### src/rtl/apb_master_bridge_if.sv
// Command, response and APB signal bundle for apb_master_bridge.
// master = the bridge side, slave = the command source / APB peripheral side.
interface apb_master_bridge_if #(
    parameter int ADDR_W = 12
);
    logic              cmd_valid;
    logic              cmd_ready;
    logic              cmd_write;
    logic [ADDR_W-1:0] cmd_addr;
    logic [31:0]       cmd_wdata;

    logic              rsp_valid;
    logic              rsp_ready;
    logic [31:0]       rsp_rdata;
    logic              rsp_err;

    logic              busy;

    logic              PSEL;
    logic              PENABLE;
    logic [ADDR_W-1:0] PADDR;
    logic              PWRITE;
    logic [31:0]       PWDATA;
    logic [31:0]       PRDATA;
    logic              PREADY;
    logic              PSLVERR;

    modport master (
        input  cmd_valid, cmd_write, cmd_addr, cmd_wdata, rsp_ready,
               PRDATA, PREADY, PSLVERR,
        output cmd_ready, rsp_valid, rsp_rdata, rsp_err, busy,
               PSEL, PENABLE, PADDR, PWRITE, PWDATA
    );

    modport slave (
        output cmd_valid, cmd_write, cmd_addr, cmd_wdata, rsp_ready,
               PRDATA, PREADY, PSLVERR,
        input  cmd_ready, rsp_valid, rsp_rdata, rsp_err, busy,
               PSEL, PENABLE, PADDR, PWRITE, PWDATA
    );
endinterface

### src/rtl/apb_master_bridge.sv
// APB3 requester: one valid/ready command -> one APB transfer -> one response (APB_MASTER_TIMEOUT_EN adds an ACCESS wait limit).
// Latency: response 3 cycles after accept with a zero-wait slave, +1 per PREADY-low cycle; misaligned commands respond after 1.
// Backpressure: single outstanding command; cmd_ready only in IDLE, response held until rsp_ready.
module apb_master_bridge #(
    parameter int ADDR_W      = 12,
    parameter int TIMEOUT_CYC = 16
) (
    input logic                  PCLK,
    input logic                  PRESETn,
    apb_master_bridge_if.master  bus
);

    typedef enum logic [1:0] {
        ST_IDLE,
        ST_SETUP,
        ST_ACCESS,
        ST_RESP
    } state_t;

    state_t            state_q;
    state_t            state_d;

    logic              out_of_reset_q;
    logic [ADDR_W-1:0] paddr_q;
    logic              pwrite_q;
    logic [31:0]       wdata_q;
    logic [31:0]       rdata_q;
    logic              err_q;

    logic              accept;
    logic              misaligned;
    logic              complete;
    logic              timeout_hit;

    logic              cmd_ready_c;
    logic              rsp_valid_c;
    logic              busy_c;
    logic              psel_c;
    logic              penable_c;
    logic [31:0]       pwdata_c;

    assign misaligned = (bus.cmd_addr[1:0] != 2'b00);
    assign accept     = cmd_ready_c && bus.cmd_valid;
    assign complete   = (state_q == ST_ACCESS) && bus.PREADY;

`ifdef APB_MASTER_TIMEOUT_EN
    localparam int CW = $clog2(TIMEOUT_CYC + 1);
    localparam logic [CW-1:0] WAIT_LAST = CW'(TIMEOUT_CYC - 1);

    logic [CW-1:0] wait_cnt_q;

    // Counts PREADY-low ACCESS cycles; PREADY on the limit cycle still completes normally.
    always_ff @(posedge PCLK or negedge PRESETn) begin
        if (!PRESETn) begin
            wait_cnt_q <= '0;
        end else if (state_q == ST_SETUP) begin
            wait_cnt_q <= '0;
        end else if ((state_q == ST_ACCESS) && !bus.PREADY) begin
            wait_cnt_q <= wait_cnt_q + CW'(1);
        end
    end

    assign timeout_hit = (state_q == ST_ACCESS) && !bus.PREADY && (wait_cnt_q == WAIT_LAST);
`else
    logic unused_timeout_cyc;

    assign unused_timeout_cyc = (TIMEOUT_CYC != 0);
    assign timeout_hit        = 1'b0;
`endif

    always_ff @(posedge PCLK or negedge PRESETn) begin
        if (!PRESETn) begin
            state_q        <= ST_IDLE;
            out_of_reset_q <= 1'b0;
        end else begin
            state_q        <= state_d;
            out_of_reset_q <= 1'b1;
        end
    end

    always_comb begin
        state_d     = state_q;
        cmd_ready_c = 1'b0;
        rsp_valid_c = 1'b0;
        busy_c      = 1'b1;
        psel_c      = 1'b0;
        penable_c   = 1'b0;
        pwdata_c    = '0;

        unique case (state_q)
            ST_IDLE: begin
                // Held low until the first clock after reset release.
                busy_c      = 1'b0;
                cmd_ready_c = out_of_reset_q;
                if (out_of_reset_q && bus.cmd_valid) begin
                    state_d = misaligned ? ST_RESP : ST_SETUP;
                end
            end
            ST_SETUP: begin
                psel_c   = 1'b1;
                pwdata_c = pwrite_q ? wdata_q : '0;
                state_d  = ST_ACCESS;
            end
            ST_ACCESS: begin
                psel_c    = 1'b1;
                penable_c = 1'b1;
                pwdata_c  = pwrite_q ? wdata_q : '0;
                if (complete || timeout_hit) begin
                    state_d = ST_RESP;
                end
            end
            ST_RESP: begin
                rsp_valid_c = 1'b1;
                if (bus.rsp_ready) begin
                    state_d = ST_IDLE;
                end
            end
            default: begin
                state_d = ST_IDLE;
            end
        endcase
    end

    // PADDR/PWRITE only move for commands that really reach the bus.
    always_ff @(posedge PCLK or negedge PRESETn) begin
        if (!PRESETn) begin
            paddr_q  <= '0;
            pwrite_q <= 1'b0;
            wdata_q  <= '0;
            rdata_q  <= '0;
            err_q    <= 1'b0;
        end else begin
            if (accept) begin
                wdata_q <= bus.cmd_wdata;
                if (misaligned) begin
                    rdata_q <= '0;
                    err_q   <= 1'b1;
                end else begin
                    paddr_q  <= {bus.cmd_addr[ADDR_W-1:2], 2'b00};
                    pwrite_q <= bus.cmd_write;
                end
            end
            if (complete) begin
                rdata_q <= pwrite_q ? '0 : bus.PRDATA;
                err_q   <= bus.PSLVERR;
            end else if (timeout_hit) begin
                rdata_q <= '0;
                err_q   <= 1'b1;
            end
        end
    end

    assign bus.cmd_ready = cmd_ready_c;
    assign bus.rsp_valid = rsp_valid_c;
    assign bus.rsp_rdata = rdata_q;
    assign bus.rsp_err   = err_q;
    assign bus.busy      = busy_c;
    assign bus.PSEL      = psel_c;
    assign bus.PENABLE   = penable_c;
    assign bus.PADDR     = paddr_q;
    assign bus.PWRITE    = pwrite_q;
    assign bus.PWDATA    = pwdata_c;

endmodule

### src/flat_wrapper.sv
// flat-port wrapper written by rule: the top's interface ports become plain ports
module apb_master_bridge_flat 
#(
    parameter int ADDR_W      = 12,
    parameter int TIMEOUT_CYC = 16
)
  (PCLK, PRESETn, bus_cmd_valid, bus_cmd_write, bus_cmd_addr, bus_cmd_wdata, bus_rsp_ready, bus_PRDATA, bus_PREADY, bus_PSLVERR, bus_cmd_ready, bus_rsp_valid, bus_rsp_rdata, bus_rsp_err, bus_busy, bus_PSEL, bus_PENABLE, bus_PADDR, bus_PWRITE, bus_PWDATA);
  apb_master_bridge_if #(.ADDR_W(ADDR_W)) bus_i ();
  input logic PCLK;
  input logic PRESETn;
  input wire logic [$bits(bus_i.cmd_valid)-1:0] bus_cmd_valid;
  input wire logic [$bits(bus_i.cmd_write)-1:0] bus_cmd_write;
  input wire logic [$bits(bus_i.cmd_addr)-1:0] bus_cmd_addr;
  input wire logic [$bits(bus_i.cmd_wdata)-1:0] bus_cmd_wdata;
  input wire logic [$bits(bus_i.rsp_ready)-1:0] bus_rsp_ready;
  input wire logic [$bits(bus_i.PRDATA)-1:0] bus_PRDATA;
  input wire logic [$bits(bus_i.PREADY)-1:0] bus_PREADY;
  input wire logic [$bits(bus_i.PSLVERR)-1:0] bus_PSLVERR;
  output wire logic [$bits(bus_i.cmd_ready)-1:0] bus_cmd_ready;
  output wire logic [$bits(bus_i.rsp_valid)-1:0] bus_rsp_valid;
  output wire logic [$bits(bus_i.rsp_rdata)-1:0] bus_rsp_rdata;
  output wire logic [$bits(bus_i.rsp_err)-1:0] bus_rsp_err;
  output wire logic [$bits(bus_i.busy)-1:0] bus_busy;
  output wire logic [$bits(bus_i.PSEL)-1:0] bus_PSEL;
  output wire logic [$bits(bus_i.PENABLE)-1:0] bus_PENABLE;
  output wire logic [$bits(bus_i.PADDR)-1:0] bus_PADDR;
  output wire logic [$bits(bus_i.PWRITE)-1:0] bus_PWRITE;
  output wire logic [$bits(bus_i.PWDATA)-1:0] bus_PWDATA;
  assign bus_i.cmd_valid = bus_cmd_valid;
  assign bus_i.cmd_write = bus_cmd_write;
  assign bus_i.cmd_addr = bus_cmd_addr;
  assign bus_i.cmd_wdata = bus_cmd_wdata;
  assign bus_i.rsp_ready = bus_rsp_ready;
  assign bus_i.PRDATA = bus_PRDATA;
  assign bus_i.PREADY = bus_PREADY;
  assign bus_i.PSLVERR = bus_PSLVERR;
  assign bus_cmd_ready = bus_i.cmd_ready;
  assign bus_rsp_valid = bus_i.rsp_valid;
  assign bus_rsp_rdata = bus_i.rsp_rdata;
  assign bus_rsp_err = bus_i.rsp_err;
  assign bus_busy = bus_i.busy;
  assign bus_PSEL = bus_i.PSEL;
  assign bus_PENABLE = bus_i.PENABLE;
  assign bus_PADDR = bus_i.PADDR;
  assign bus_PWRITE = bus_i.PWRITE;
  assign bus_PWDATA = bus_i.PWDATA;
  apb_master_bridge #(.ADDR_W(ADDR_W), .TIMEOUT_CYC(TIMEOUT_CYC)) u_core (.PCLK(PCLK), .PRESETn(PRESETn), .bus(bus_i));
endmodule
### config.mk
export PLATFORM = sky130hd
export DESIGN_NAME = apb_master_bridge_flat
export DESIGN_NICKNAME = d
export VERILOG_FILES = /design/src/rtl/apb_master_bridge_if.sv /design/src/rtl/apb_master_bridge.sv /design/src/flat_wrapper.sv
export SDC_FILE = /design/constraint.sdc
export NUM_CORES = 1
export LEC_CHECK = 0
export ABC_AREA = 1
export ABC_CLOCK_PERIOD_IN_PS = 1850
export BUFFER_PORTS_ARGS = -buffer_cell sky130_fd_sc_hd__buf_2
export CELL_PAD_IN_SITES_DETAIL_PLACEMENT = 0
export CELL_PAD_IN_SITES_GLOBAL_PLACEMENT = 1
export CORE_MARGIN = 2
export CORE_UTILIZATION = 32
export DETAILED_ROUTE_END_ITERATION = 16
export GPL_TIMING_DRIVEN = 0
export PLACE_DENSITY_LB_ADDON = 0.1
export REMOVE_ABC_BUFFERS = 1
export SLEW_MARGIN = 15
export SYNTH_ARGS = -nofsm -noshare
export SYNTH_HDL_FRONTEND = slang
export SYNTH_SLANG_ARGS = --single-unit
### constraint.sdc
create_clock -name PCLK -period 1.85 [get_ports PCLK]
set_input_delay 0.185 -clock PCLK [delete_from_list [all_inputs] [get_ports PCLK]]
set_output_delay 0.185 -clock PCLK [all_outputs]
set_load 0.01 [all_outputs]
==> impl_metrics.toml <==
[run_status]
outcome = "completed"

[power]
power_density_nw_per_um2 = 1600
irDropWorstVdd_mv = 0.508
total_leakage_power_nw = 2.66

[place]
gp_congestion = 0.705
place_ws_ns = -0.709
port_buffers = 163
dp_hpwl_mm = 5.85

[global_route]
grt_antenna_before_repair = 0
grt_max_degree = 77
grt_pass1_vias = 3031
grt.overflow.total = 0
groute.usage.overall_pct = 16.0
grt_pass1_wl_mm = 14.5

[route]
first_iter_violations = 154
routed_via_density = 4.30
wirelength_mm = 8.92
wire_per_inst_um = 12.7
ant_nets = 0
post-route-drc-count = 0
vias = 3025
firstDrtPassIters = 4

[clock_tree]
cts_tree = "built"
htree_levels = 3
root_buffer = "clkbuf_8"
clk_path_buf_depth = 2
cts_inserted_buffers = 9
clock-sinks = 79
cts.clk_slew.worst_paths_ns = 0.08
clock_latency_ns = 0.34

[die]
die-area_um2 = 11500
coreArea_um2 = 10300
die_x_um = 107
chipHeight_um = 107
core.rowCount = 37
io_pins = 166
initial_utilization_pct = 33.0

[synthesis]
netlist_instances = 403
yosys.cell_types.count = 22
syn_area_um2 = 3400
synth_top_cell_by_area = "dfrtp_1"
synth_area_leaders = "dfrtp_1 58%, nand2_1 19%, inv_1 4.4%"
ys_seq_area_share_pct = 58.1
synth_warnings = 0
syn_avg_cell_area_um2 = 8.45
yosys.area.top_type_share_pct = 58.1
ys_seq_elements = 79

[setup_path]
cp_max_fo = 16
endpoint_kind = "output pin"
crit_required_ns = 1.66
arrival_ns = 1.62
worstSetupStartpointType = "register"
crit_type = "reg2out"

[timing]
drv_slew = 0
rsz0062_at_grt = "yes"
setup_viol = 0
max_freq_ghz = 0.555
max_slew_margin_pct = 58.0
period_share_pct = 97.4
layout_setup_ws_ns = 0.0490
finalClockSkew_ns = 0.0110
tightest_slew_ns = 0.629
timing.final.crit_period_ns = 1.80
finalHoldViolations = 0
setup_tns_ns = 0

[layout]
n_antenna_cell = 0
drive_above_1_share_pct = 35.4
fill_cells = 1065
synthToLayoutAreaGrowth_pct = 35.0
final_net_count = 651

[run]
maxCapViolations = 0

[min_path]
hold_path.class = "in2reg"
[Yosys cell counts]
library cell and number:
dfrtp_1 79, nor2_1 33, nand3_2 1, o21ai_2 3
nand3b_1 1, conb_1 2, buf_2 5, a21oi_1 1
clkbuf_2 1, nand3_1 13, nand2_1 170, buf_4 2
buf_6 8, nor2_2 2, ha_1 4, clkbuf_1 4
inv_2 1, o21ai_0 30, buf_8 1, nand2_2 1
nand4_1 1, inv_1 40
[repair_timing]
item / 4_1_cts / 5_1_grt
resized for setup: 10 / 10
buffers inserted: 0 / 3
pin swaps: 0 / 3
hold buffers: 1 / 0
cloned: 1 / 1
endpoints found under the setup margin: 75 / 74
hold endpoints to repair: 30 / 0
[cell usage in the layout (no fill, tap or decap), drive strengths merged]
master         n
o21ai         33
a21oi          1
nand4          1
buf          167
clkinv         3
nand3         14
dlygate4sd3    1
clkbuf         9
bufinv         2
nand2        172
ha             4
inv           41
conb           3
dfrtp         79
nand3b         1
nor2          36
[critical path, stage by stage (launching register included)]
cell	delay [ns]
dfrtp_1	0.40
inv_1	0.10
ha_4	0.36
nand2_8	0.13
nor2_1	0.14
buf_2	0.15
[final cells by class]
type	instances	area, µm²	share of cell area (%)
flip-flops and latches	79	1980	43.0
multi-input cells	265	1210	26.3
repair buffers	168	878	19.1
well taps	136	170	3.70
inverters	41	161	3.51
clock buffers	9	124	2.70
clock inverters	5	75.1	1.63
[layer usage]
metal  vias up  global-route usage, %  wire, µm
met2       114                   25.8      4000
li1       1531                      -         -
met4         0                   5.01       104
met5         -                      0         0
met3        10                   5.23       832
met1      1370                   20.3      3980
[sequential cells by signal, indices dropped and copies added (netlist names)]
register / cells
u_core.state_q: 2
u_core.bus.PADDR: 10
u_core.bus.rsp_rdata: 32
u_core.out_of_reset_q: 1
u_core.bus.rsp_err: 1
u_core.bus.PWRITE: 1
u_core.wdata_q: 32
[cell families (layout without fill, tap and decap cells)]
group / Yosys count / in the layout / share of synthesized area, %
flip-flops: 79 / 79 / 58.1
adder cells (fa/ha/maj): 4 / 4 / 1.47
AO/OA/AOI/OAI: 34 / 34 / 5.33
other: 2 / 3 / 0.221
AND/OR/NAND/NOR: 222 / 224 / 25.5
buffers and inverters: 62 / 223 / 9.37
[final timing paths]
| path | slack (ns) | from | to | cells past startpoint |
|---|---|---|---|---|
| setup / recovery | 0.05 | u_core.state_q[1] | bus_PWDATA[14] | 5 |
| hold / removal | 0.05 | bus_PRDATA[7] | u_core.bus.rsp_rdata[7] | 3 |
| setup reg to reg | 0.15 | u_core.state_q[0] | u_core.bus.rsp_rdata[19] | 6 |
| hold reg to reg | 0.47 | u_core.bus.rsp_rdata[8] | u_core.bus.rsp_rdata[8] | 2 |
| max in group asynchronous | 0.93 | PRESETn | u_core.bus.rsp_rdata[31] | 3 |
| min in group asynchronous | 0.33 | PRESETn | u_core.bus.rsp_rdata[5] | 2 |
[report_power, final]
part	total (W)	internal, W	switching, W
clock network	0.00134	0.000739	0.000598
registers	0.00295	0.00255	0.000394
logic	0.00308	0.00120	0.00188
[stage by stage]
stage | cells | instance area [µm²] | hold WS, ns | total power (W) | util [%]
2_1_floorplan | 383 | 3240 | -0.111 | 0.00453 | -
3_3_place_gp | 682 | 4230 | 0.388 | 0.00570 | 41.0
3_5_place_dp | 683 | 4260 | 0.166 | 0.00578 | 41.3
4_1_cts | 699 | 4530 | 0.0263 | 0.00735 | 43.8
5_1_grt | 703 | 4600 | 0.0346 | 0.00805 | 44.5
6_report | 703 | 4600 | 0.0467 | 0.00737 | 44.5
Note: power is estimated with default switching activity, not from simulation.
